File: config.mk
export PLATFORM = sky130hd
export DESIGN_NAME = imem_boot_loader
export DESIGN_NICKNAME = d
export VERILOG_FILES = /design/src/rtl/imem_boot_loader.sv
export SDC_FILE = /design/constraint.sdc
export NUM_CORES = 1
export LEC_CHECK = 0
export BUFFER_PORTS_ARGS = -buffer_cell sky130_fd_sc_hd__buf_2
export CORE_AREA = 2 2 104 106
export CTS_CLUSTER_SIZE = 12
export DETAILED_ROUTE_END_ITERATION = 10
export DIE_AREA = 0 0 106 108
export GPL_ROUTABILITY_DRIVEN = 0
export HOLD_SLACK_MARGIN = 0.08
export PLACE_DENSITY = 0.79
export SETUP_SLACK_MARGIN = 0.4
export SYNTH_ARGS = -nofsm -noshare
export SYNTH_HDL_FRONTEND = slang
export SYNTH_SLANG_ARGS = --single-unit
File: constraint.sdc
create_clock -name clk -period 8.9 [get_ports clk]
set_clock_uncertainty 0.15 [all_clocks]
set_input_delay 1.78 -clock clk [delete_from_list [all_inputs] [get_ports clk]]
set_output_delay 1.78 -clock clk [all_outputs]
set_load 0.05 [all_outputs]
File: src/rtl/imem_boot_loader.sv
// Boot loader: receives a word count, payload words and a checksum over a byte
// stream, writes the words into instruction memory and holds the CPU meanwhile.
module imem_boot_loader #(
  parameter int unsigned DEPTH       = 256,
  parameter int unsigned ADDR_W      = 8,
  parameter int unsigned TIMEOUT_CYC = 1_000_000
) (
  input  logic              clk,
  input  logic              reset,
  input  logic              start,
  input  logic              rx_valid,
  input  logic [7:0]        rx_data,
  output logic              mem_we,
  output logic [ADDR_W-1:0] mem_waddr,
  output logic [31:0]       mem_wdata,
  output logic              cpu_hold,
  output logic              busy,
  output logic              done,
  output logic              err
);

  localparam int unsigned TMO_W = $clog2(TIMEOUT_CYC + 1);

  typedef enum logic [2:0] {S_IDLE, S_HDR, S_LOAD, S_CHK, S_DONE, S_ERR} state_t;

  state_t              state_q, state_d;
  logic [15:0]         cnt_n_q, cnt_n_d;
  logic [1:0]          byte_idx_q, byte_idx_d;
  logic [ADDR_W-1:0]   word_idx_q, word_idx_d;
  logic [23:0]         word_buf_q, word_buf_d;
  logic [7:0]          csum_q, csum_d;
  logic [TMO_W-1:0]    tmo_q, tmo_d;
  logic                mem_we_q, mem_we_d;
  logic [ADDR_W-1:0]   mem_waddr_q, mem_waddr_d;
  logic [31:0]         mem_wdata_q, mem_wdata_d;
  logic                cpu_hold_q, cpu_hold_d;
  logic                busy_q, busy_d;
  logic                done_q, done_d;
  logic                err_q, err_d;
  logic [15:0]         hdr_n;

  // Next-state, datapath and registered-output computation
  always_comb begin
    state_d     = state_q;
    cnt_n_d     = cnt_n_q;
    byte_idx_d  = byte_idx_q;
    word_idx_d  = word_idx_q;
    word_buf_d  = word_buf_q;
    csum_d      = csum_q;
    tmo_d       = tmo_q;
    mem_we_d    = 1'b0;
    mem_waddr_d = mem_waddr_q;
    mem_wdata_d = mem_wdata_q;
    hdr_n       = {rx_data, cnt_n_q[7:0]};

    case (state_q)
      S_HDR, S_LOAD, S_CHK: begin
        tmo_d = rx_valid ? '0 : tmo_q + TMO_W'(1);
        if (!rx_valid && (tmo_q == TMO_W'(TIMEOUT_CYC - 1))) begin
          state_d = S_ERR;
        end else if (rx_valid) begin
          if (state_q == S_HDR) begin
            if (!byte_idx_q[0]) begin
              cnt_n_d[7:0] = rx_data;
              byte_idx_d   = 2'd1;
            end else begin
              cnt_n_d[15:8] = rx_data;
              byte_idx_d    = 2'd0;
              state_d = ((hdr_n == 16'd0) || (hdr_n > 16'(DEPTH))) ? S_ERR : S_LOAD;
            end
          end else if (state_q == S_LOAD) begin
            csum_d     = csum_q + rx_data;
            byte_idx_d = byte_idx_q + 2'd1;
            case (byte_idx_q)
              2'd0:    word_buf_d[7:0]   = rx_data;
              2'd1:    word_buf_d[15:8]  = rx_data;
              2'd2:    word_buf_d[23:16] = rx_data;
              default: begin
                mem_we_d    = 1'b1;
                mem_waddr_d = word_idx_q;
                mem_wdata_d = {rx_data, word_buf_q};
                word_idx_d  = word_idx_q + ADDR_W'(1);
                // last word written goes straight to checksum phase
                if (16'(word_idx_q) == (cnt_n_q - 16'd1)) state_d = S_CHK;
              end
            endcase
          end else begin
            state_d = (rx_data == csum_q) ? S_DONE : S_ERR;
          end
        end
      end
      default: begin
        if (start) begin
          state_d    = S_HDR;
          cnt_n_d    = '0;
          byte_idx_d = '0;
          word_idx_d = '0;
          word_buf_d = '0;
          csum_d     = '0;
          tmo_d      = '0;
        end
      end
    endcase

    busy_d     = (state_d == S_HDR) || (state_d == S_LOAD) || (state_d == S_CHK);
    cpu_hold_d = busy_d || (state_d == S_ERR);
    done_d     = (state_d == S_DONE);
    err_d      = (state_d == S_ERR);
  end

  always_ff @(posedge clk or posedge reset) begin
    if (reset) begin
      state_q     <= S_IDLE;
      cnt_n_q     <= '0;
      byte_idx_q  <= '0;
      word_idx_q  <= '0;
      word_buf_q  <= '0;
      csum_q      <= '0;
      tmo_q       <= '0;
      mem_we_q    <= 1'b0;
      mem_waddr_q <= '0;
      mem_wdata_q <= '0;
      cpu_hold_q  <= 1'b0;
      busy_q      <= 1'b0;
      done_q      <= 1'b0;
      err_q       <= 1'b0;
    end else begin
      state_q     <= state_d;
      cnt_n_q     <= cnt_n_d;
      byte_idx_q  <= byte_idx_d;
      word_idx_q  <= word_idx_d;
      word_buf_q  <= word_buf_d;
      csum_q      <= csum_d;
      tmo_q       <= tmo_d;
      mem_we_q    <= mem_we_d;
      mem_waddr_q <= mem_waddr_d;
      mem_wdata_q <= mem_wdata_d;
      cpu_hold_q  <= cpu_hold_d;
      busy_q      <= busy_d;
      done_q      <= done_d;
      err_q       <= err_d;
    end
  end

  assign mem_we    = mem_we_q;
  assign mem_waddr = mem_waddr_q;
  assign mem_wdata = mem_wdata_q;
  assign cpu_hold  = cpu_hold_q;
  assign busy      = busy_q;
  assign done      = done_q;
  assign err       = err_q;

endmodule

Word-level counts from Yosys, hierarchy flattened
Cells that the tools add are included.
{"block": "totals", "out_inout_bits": 45, "ff_bits": 126, "elab_cells": 126, "input_bits": 12}
{"block": "classes", "n_addsub": 5, "n_lt_le_gt_ge": 1, "reduce_logical": 20, "n_eq_ne": 25, "muxes": 55, "n_bitwise": 3}
{"op": "2-to-1 mux 24 bit", "count": 6}
{"op": "2-to-1 mux 8 bit", "count": 17}
{"op": "2-to-1 mux 16 bit", "count": 5}
{"op": "2-to-1 mux 20 bit", "count": 3}
{"op": "2-to-1 mux 3 bit", "count": 10}
{"op": "AND reduction 6 bit", "count": 5}
{"op": "adder 20 x 1 -> 20 bit, second input constant", "count": 1}
{"op": "== test 20 bit, second input constant", "count": 1}
{"op": "== test 8 x 16 -> 1 bit", "count": 1}
{"op": "> comparator 16 x 9 -> 1 bit, second input constant", "count": 1}
{"op": "zero test 16 bit", "count": 1}
{"op": "!= test 2 bit, second input constant", "count": 8}
{"op": "subtractor 16 x 1 -> 16 bit, second input constant", "count": 1}
{"op": "AND reduction 5 bit", "count": 3}
{"op": "== test 3 x 2 -> 1 bit, second input constant", "count": 4}
{"op": "2-to-1 mux 2 bit", "count": 6}
{"op": "adder 8 x 1 -> 8 bit, second input constant", "count": 1}
{"op": "adder 8 bit", "count": 1}
{"op": "== test 8 bit", "count": 1}
{"op": "2-to-1 mux 1 bit", "count": 8}
{"op": "== test 3 x 1 -> 1 bit, second input constant", "count": 2}
{"op": "== test 3 bit, second input constant", "count": 2}
{"op": "!= test 2 x 1 -> 1 bit, second input constant", "count": 3}
{"op": "OR reduction 3 bit", "count": 2}
{"op": "11 further kinds", "count": 16}

Longest topological paths before layout
{"block": "depth", "depth_word": 13, "mapped_depth": 9, "mapped_depth_nobuf": 8}

Worst setup path after synthesis
Ideal clock, no wire load.
{"block": "synth_path", "path_kind": "input-to-reg", "startpoint": "input port rx_valid", "endpoint": "register err_q, in the netlist err", "path_stages": 7, "t_arrival_ps": 3294, "t_required_ps": 8684, "setup_time_ps": 66, "slack_ps": 5391, "n_path_buf": 1, "cell_sequence": "clkbuf_1 > or4b_1 > nor4_1 > a21oi_1 > o211ai_1 > nand2_1 > o21ba_1"}
{"block": "synth_via", "elab_chain_len": 5, "word_cells_on_any_way": 6, "classes_between": "eq/ne: 1; mux: 3; reduce/logical: 2"}
{"element": "from (decl)", "line_no": "11", "rtl": "input logic rx_valid,"}
{"element": "zero test 1 bit", "line_no": "59", "rtl": "if (!rx_valid && (tmo_q == TMO_W'(TIMEOUT_CYC - 1))) begin"}
{"element": "logical AND 1 bit", "line_no": "59"}
{"element": "2-to-1 mux 3 bit *", "line_no": "59"}
{"element": "2-to-1 mux 3 bit *", "line_no": "56", "rtl": "case (state_q)"}
{"element": "== test 3 bit *", "line_no": "108", "rtl": "err_d = (state_d == S_ERR);"}
{"element": "via err_d", "line_no": "39", "rtl": "logic err_q, err_d;"}
{"element": "to (signal assigned)", "line_no": "141", "rtl": "err_q <= err_d;"}
{"element": "to (decl)", "line_no": "39"}
The timed path passes the listed nets; every way through them passes the cells marked *.
A chain may end at the register's enable or synchronous reset.

Worst setup path in the final report
{"block": "layout_path", "startpoint": "input port rx_valid", "endpoint": "register word_idx_q[5]"}
{"block": "layout_via", "elab_chain_len": 4, "word_cells_on_any_way": 5, "classes_between": "eq/ne: 2; reduce/logical: 3"}
{"element": "zero test 1 bit", "line_no": "59"}
{"element": "logical AND 1 bit", "line_no": "59"}
{"element": "!= test 2 bit (no line)"}
{"element": "AND reduction 6 bit (no line) *"}
{"element": "to (signal assigned)", "line_no": "131", "rtl": "word_idx_q <= word_idx_d;"}
{"element": "to (decl)", "line_no": "29", "rtl": "logic [ADDR_W-1:0] word_idx_q, word_idx_d;"}
Mark *: on every way between the ends. The rest lies on a longest branch, timed or not.

==> flow_metrics.tcl <==
set metrics [dict create \
    drt_iter0_markers 355 \
    p_total_uw 2027 \
    synth_edf_count 0 \
    layout.cells.non_filler 859 \
    r2r_slack_ns 5.88 \
    powerDensity_nw_per_um2 290.5 \
    core_um2 10230 \
    tritoncts "built" \
    cp_common_cell "buf_4" \
    cts_root_buf "clkbuf_8" \
    p_sw_uw 717.4 \
    dieArea_um2 11450 \
    placed_area_um2 6384 \
    peakVddDrop_mv 0.1805 \
    synth.most_common_cell "nand2_1" \
    drive_above_1_share_pct 13.69 \
    synth_fp_nets 693 \
    crit_path_top_delay_cell "buf_4" \
    p_sw_share_pct 35.39 \
    worstSkewPairLatency_ns 0.53 \
    synth-seq-cells 126 \
    vias 5026 \
    initial_core_util_pct 58.95 \
    synth-main-ff-cell "dfrtp_1" \
    cpPeakStageDelay_ns 0.41 \
    async_flop_share_pct 100.0 \
    ctsHoldBuffers 0 \
    fin_crit_ns 3.831 \
    antenna_found_initial 0 \
    synth_compound_area_share_pct 14.00 \
    synth_mux_area_share_pct 0 \
    r2r_end "word_idx_q[5]$_DFFE_PP0P_" \
    grt_first_pass_wirelength_um 23190 \
    grt_pass1_vias 4798 \
    reg2regPathDepth 9 \
    wl_per_cell_um 16.09 \
    cts_made_buffers 17 \
    ant_nets 0 \
    hpwl_um 9178 \
    cp_max_fo 42 \
    syn_inst 665 \
    cts.sinks 126 \
    drc 0 \
    stdcell_area_um2 6977 \
    holdPathStages 2 \
    hold_class "flop to flop" \
    fp.dieH_um 108 \
    finalSetupTns_ns 0 \
    clock_power_share_pct 33.9 \
    synth_simple_gate_area_share_pct 23.07 \
    synth.distinct_cells 58 \
    grt-ovfl-total 0 \
    final_nets 739 \
    first_pass_iters 6 \
    worstHoldStart "mem_waddr[7]$_DFFE_PP0P_" \
    fmax_ghz 0.2610 \
    synth.yosys.seq_area_share_pct 52.28 \
    yosysWarnings 0 \
    area_growth_pct 15.68 \
    io_pins 57 \
    cts.clk_slew.worst_paths_ns 0.06 \
    cts_setup_buffers 0 \
    internal_power_uw 1310 \
    num_rows 37 \
    cp-start-kind "input port" \
    viasPerCell 5.851 \
    syn_avg_cell_area_um2 9.069 \
    cts_buffer_depth 2 \
    h-tree-depth 4 \
    r2r_start "state_q[1]$_DFF_PP0_" \
    synth_fa_ha_area_share_pct 3.444 \
    p_leak_uw 0.003501 \
    io_buffer_count 56 \
    outcome "complete, no violations" \
    antennaDiodeCount 0 \
    synth_common_cells "nand2_1 (196), dfrtp_1 (126), o21ai_0 (71), nor2_1 (32), clkbuf_1 (29)" \
    drv_cap 0 \
    power_frac_comb_pct 27.5 \
    grt_max_degree 82 \
    hold_end "mem_waddr[7]$_DFFE_PP0P_" \
    synth_xor_area_share_pct 4.357 \
    tightest_slew_ns 1.144 \
    slew_violations 0 \
    dp.cells 828 \
    wl_um 13830 \
    crit_chain "buf_2, and4bb_2, nand2_1, buf_4, inv_1, buf_4, and4_1, nand3_1, xor2_1, nor2_1" \
    relSlewSlack_pct 23.42 \
    cts_resized 0 \
    place_ws_ns 4.576 \
    final_hold_viol_count 0 \
    rsz0062_at_grt "no" \
    critPathKind "input port to flop" \
    synth_area_leaders "dfrtp_1 (52%), nand2_1 (12%), o21ai_0 (5.9%)" \
    die_w_um 106 \
    yosys.area.top_type_share_pct 52.28 \
    synth_top_area_cell "dfrtp_1" \
    required_ns 9.13 \
    syn_area_um2 6031 \
    power.share.sequential_pct 38.6 \
    finalCritPeriodShare_pct 43.05 \
    synth_top_family_by_area "simple AND/OR/NAND/NOR gates" \
    setup_violations 0 \
    setup_ws_ns 5.069 \
    cp_data_arrival_time_ns 4.06 \
    critPathCaptureType "flop" \
    grt_usage_pct 25.98 \
]
==> worst max-delay path: cells and delay by family <==
family,cells,cell delay [ns]
simple gates,5,0.84
buf+inv,4,1.23
xor+xnor,1,0.18
==> worst max path at each step <==
stage,startpoint,to,slack (ns),depth (start not counted)
2_1_floorplan,reset,busy$_DFF_PP0_,3.61,1
3_3_place_gp,rx_valid,word_idx_q[6]$_DFFE_PP0P_,4.66,10
3_5_place_dp,rx_valid,word_idx_q[6]$_DFFE_PP0P_,4.58,10
4_1_cts,rx_valid,word_idx_q[5]$_DFFE_PP0P_,5.10,10
5_1_grt,rx_valid,word_idx_q[5]$_DFFE_PP0P_,4.86,10
6_report,rx_valid,word_idx_q[5]$_DFFE_PP0P_,5.07,10
==> stage by stage <==
stage / utilization [%] / hold WS [ns]
2_1_floorplan: - / 0.2886
6_report: 68.19 / 0.3214
4_1_cts: 68.19 / 0.3245
3_5_place_dp: 62.39 / 0.3087
5_1_grt: 68.19 / 0.3420
3_3_place_gp: 62.39 / 0.3049
==> cells by family (layout without fill, tap and decap cells) <==
kind of cell / Yosys count / in the layout
adders and majority gates: 16 / 16
DFF: 126 / 126
buffers and inverters: 45 / 103
xor gates and xnor gates: 30 / 30
and+or+nand+nor: 313 / 313
AOI/OAI and AO/OA: 135 / 135
==> state kept, by name (all words and copies together), names as in the netlist <==
name        cells
csum_q          8
tmo_q          20
word_idx_q      8
byte_idx_q      2
cpu_hold        1
err             1
mem_we          1
state_q         3
done            1
busy            1
mem_wdata      32
cnt_n_q        16
word_buf_q     24
mem_waddr       8
==> area by class of cell <==
type | instances | area (um2)
clock buffer | 18 | 427.9
clock inverter | 13 | 165.2
fill | 805 | 3254
inverter | 13 | 51.30
multi-input combinational | 494 | 2706
sequential | 126 | 3153
tap | 136 | 170.2
timing repair buffer | 59 | 302.8
==> per-layer routing <==
| layer | vias up | wire length, um | GRT usage (%) |
|---|---|---|---|
| met5 | - | 0 | 0 |
| met4 | 0 | 361 | 11.18 |
| met3 | 40 | 732 | 5.726 |
| met2 | 166 | 6914 | 43.13 |
| met1 | 2437 | 5817 | 33.20 |
| li1 | 2383 | - | - |
==> power by group through the flow <==
stage / Sequential [uW] / Combinational [uW] / Clock (uW)
after global placement: 778 / 515 / 0
after floorplan: 764 / 437 / 0
final: 783 / 557 / 688
after global routing: 797 / 619 / 724
after detailed placement: 785 / 539 / 0
after CTS: 779 / 552 / 699
==> layout by cell type (no fill, tap or decap), types with 4 or more instances in the layout <==
cell type	count
inv_1	12
nand2b_1	5
xor2_1	14
a21oi_1	12
clkinvlp_4	4
clkbuf_16	16
nor4_1	9
dfrtp_1	126
nand3_1	14
xnor2_1	16
and3_1	9
o31ai_1	6
a31oi_1	4
buf_2	56
o21ai_0	71
nor2_1	32
or4_1	5
ha_1	15
nand4_1	8
a22o_1	12
nor2b_1	4
nor3_1	13
nand2_1	196
Note: power is estimated with default switching activity, not from simulation.
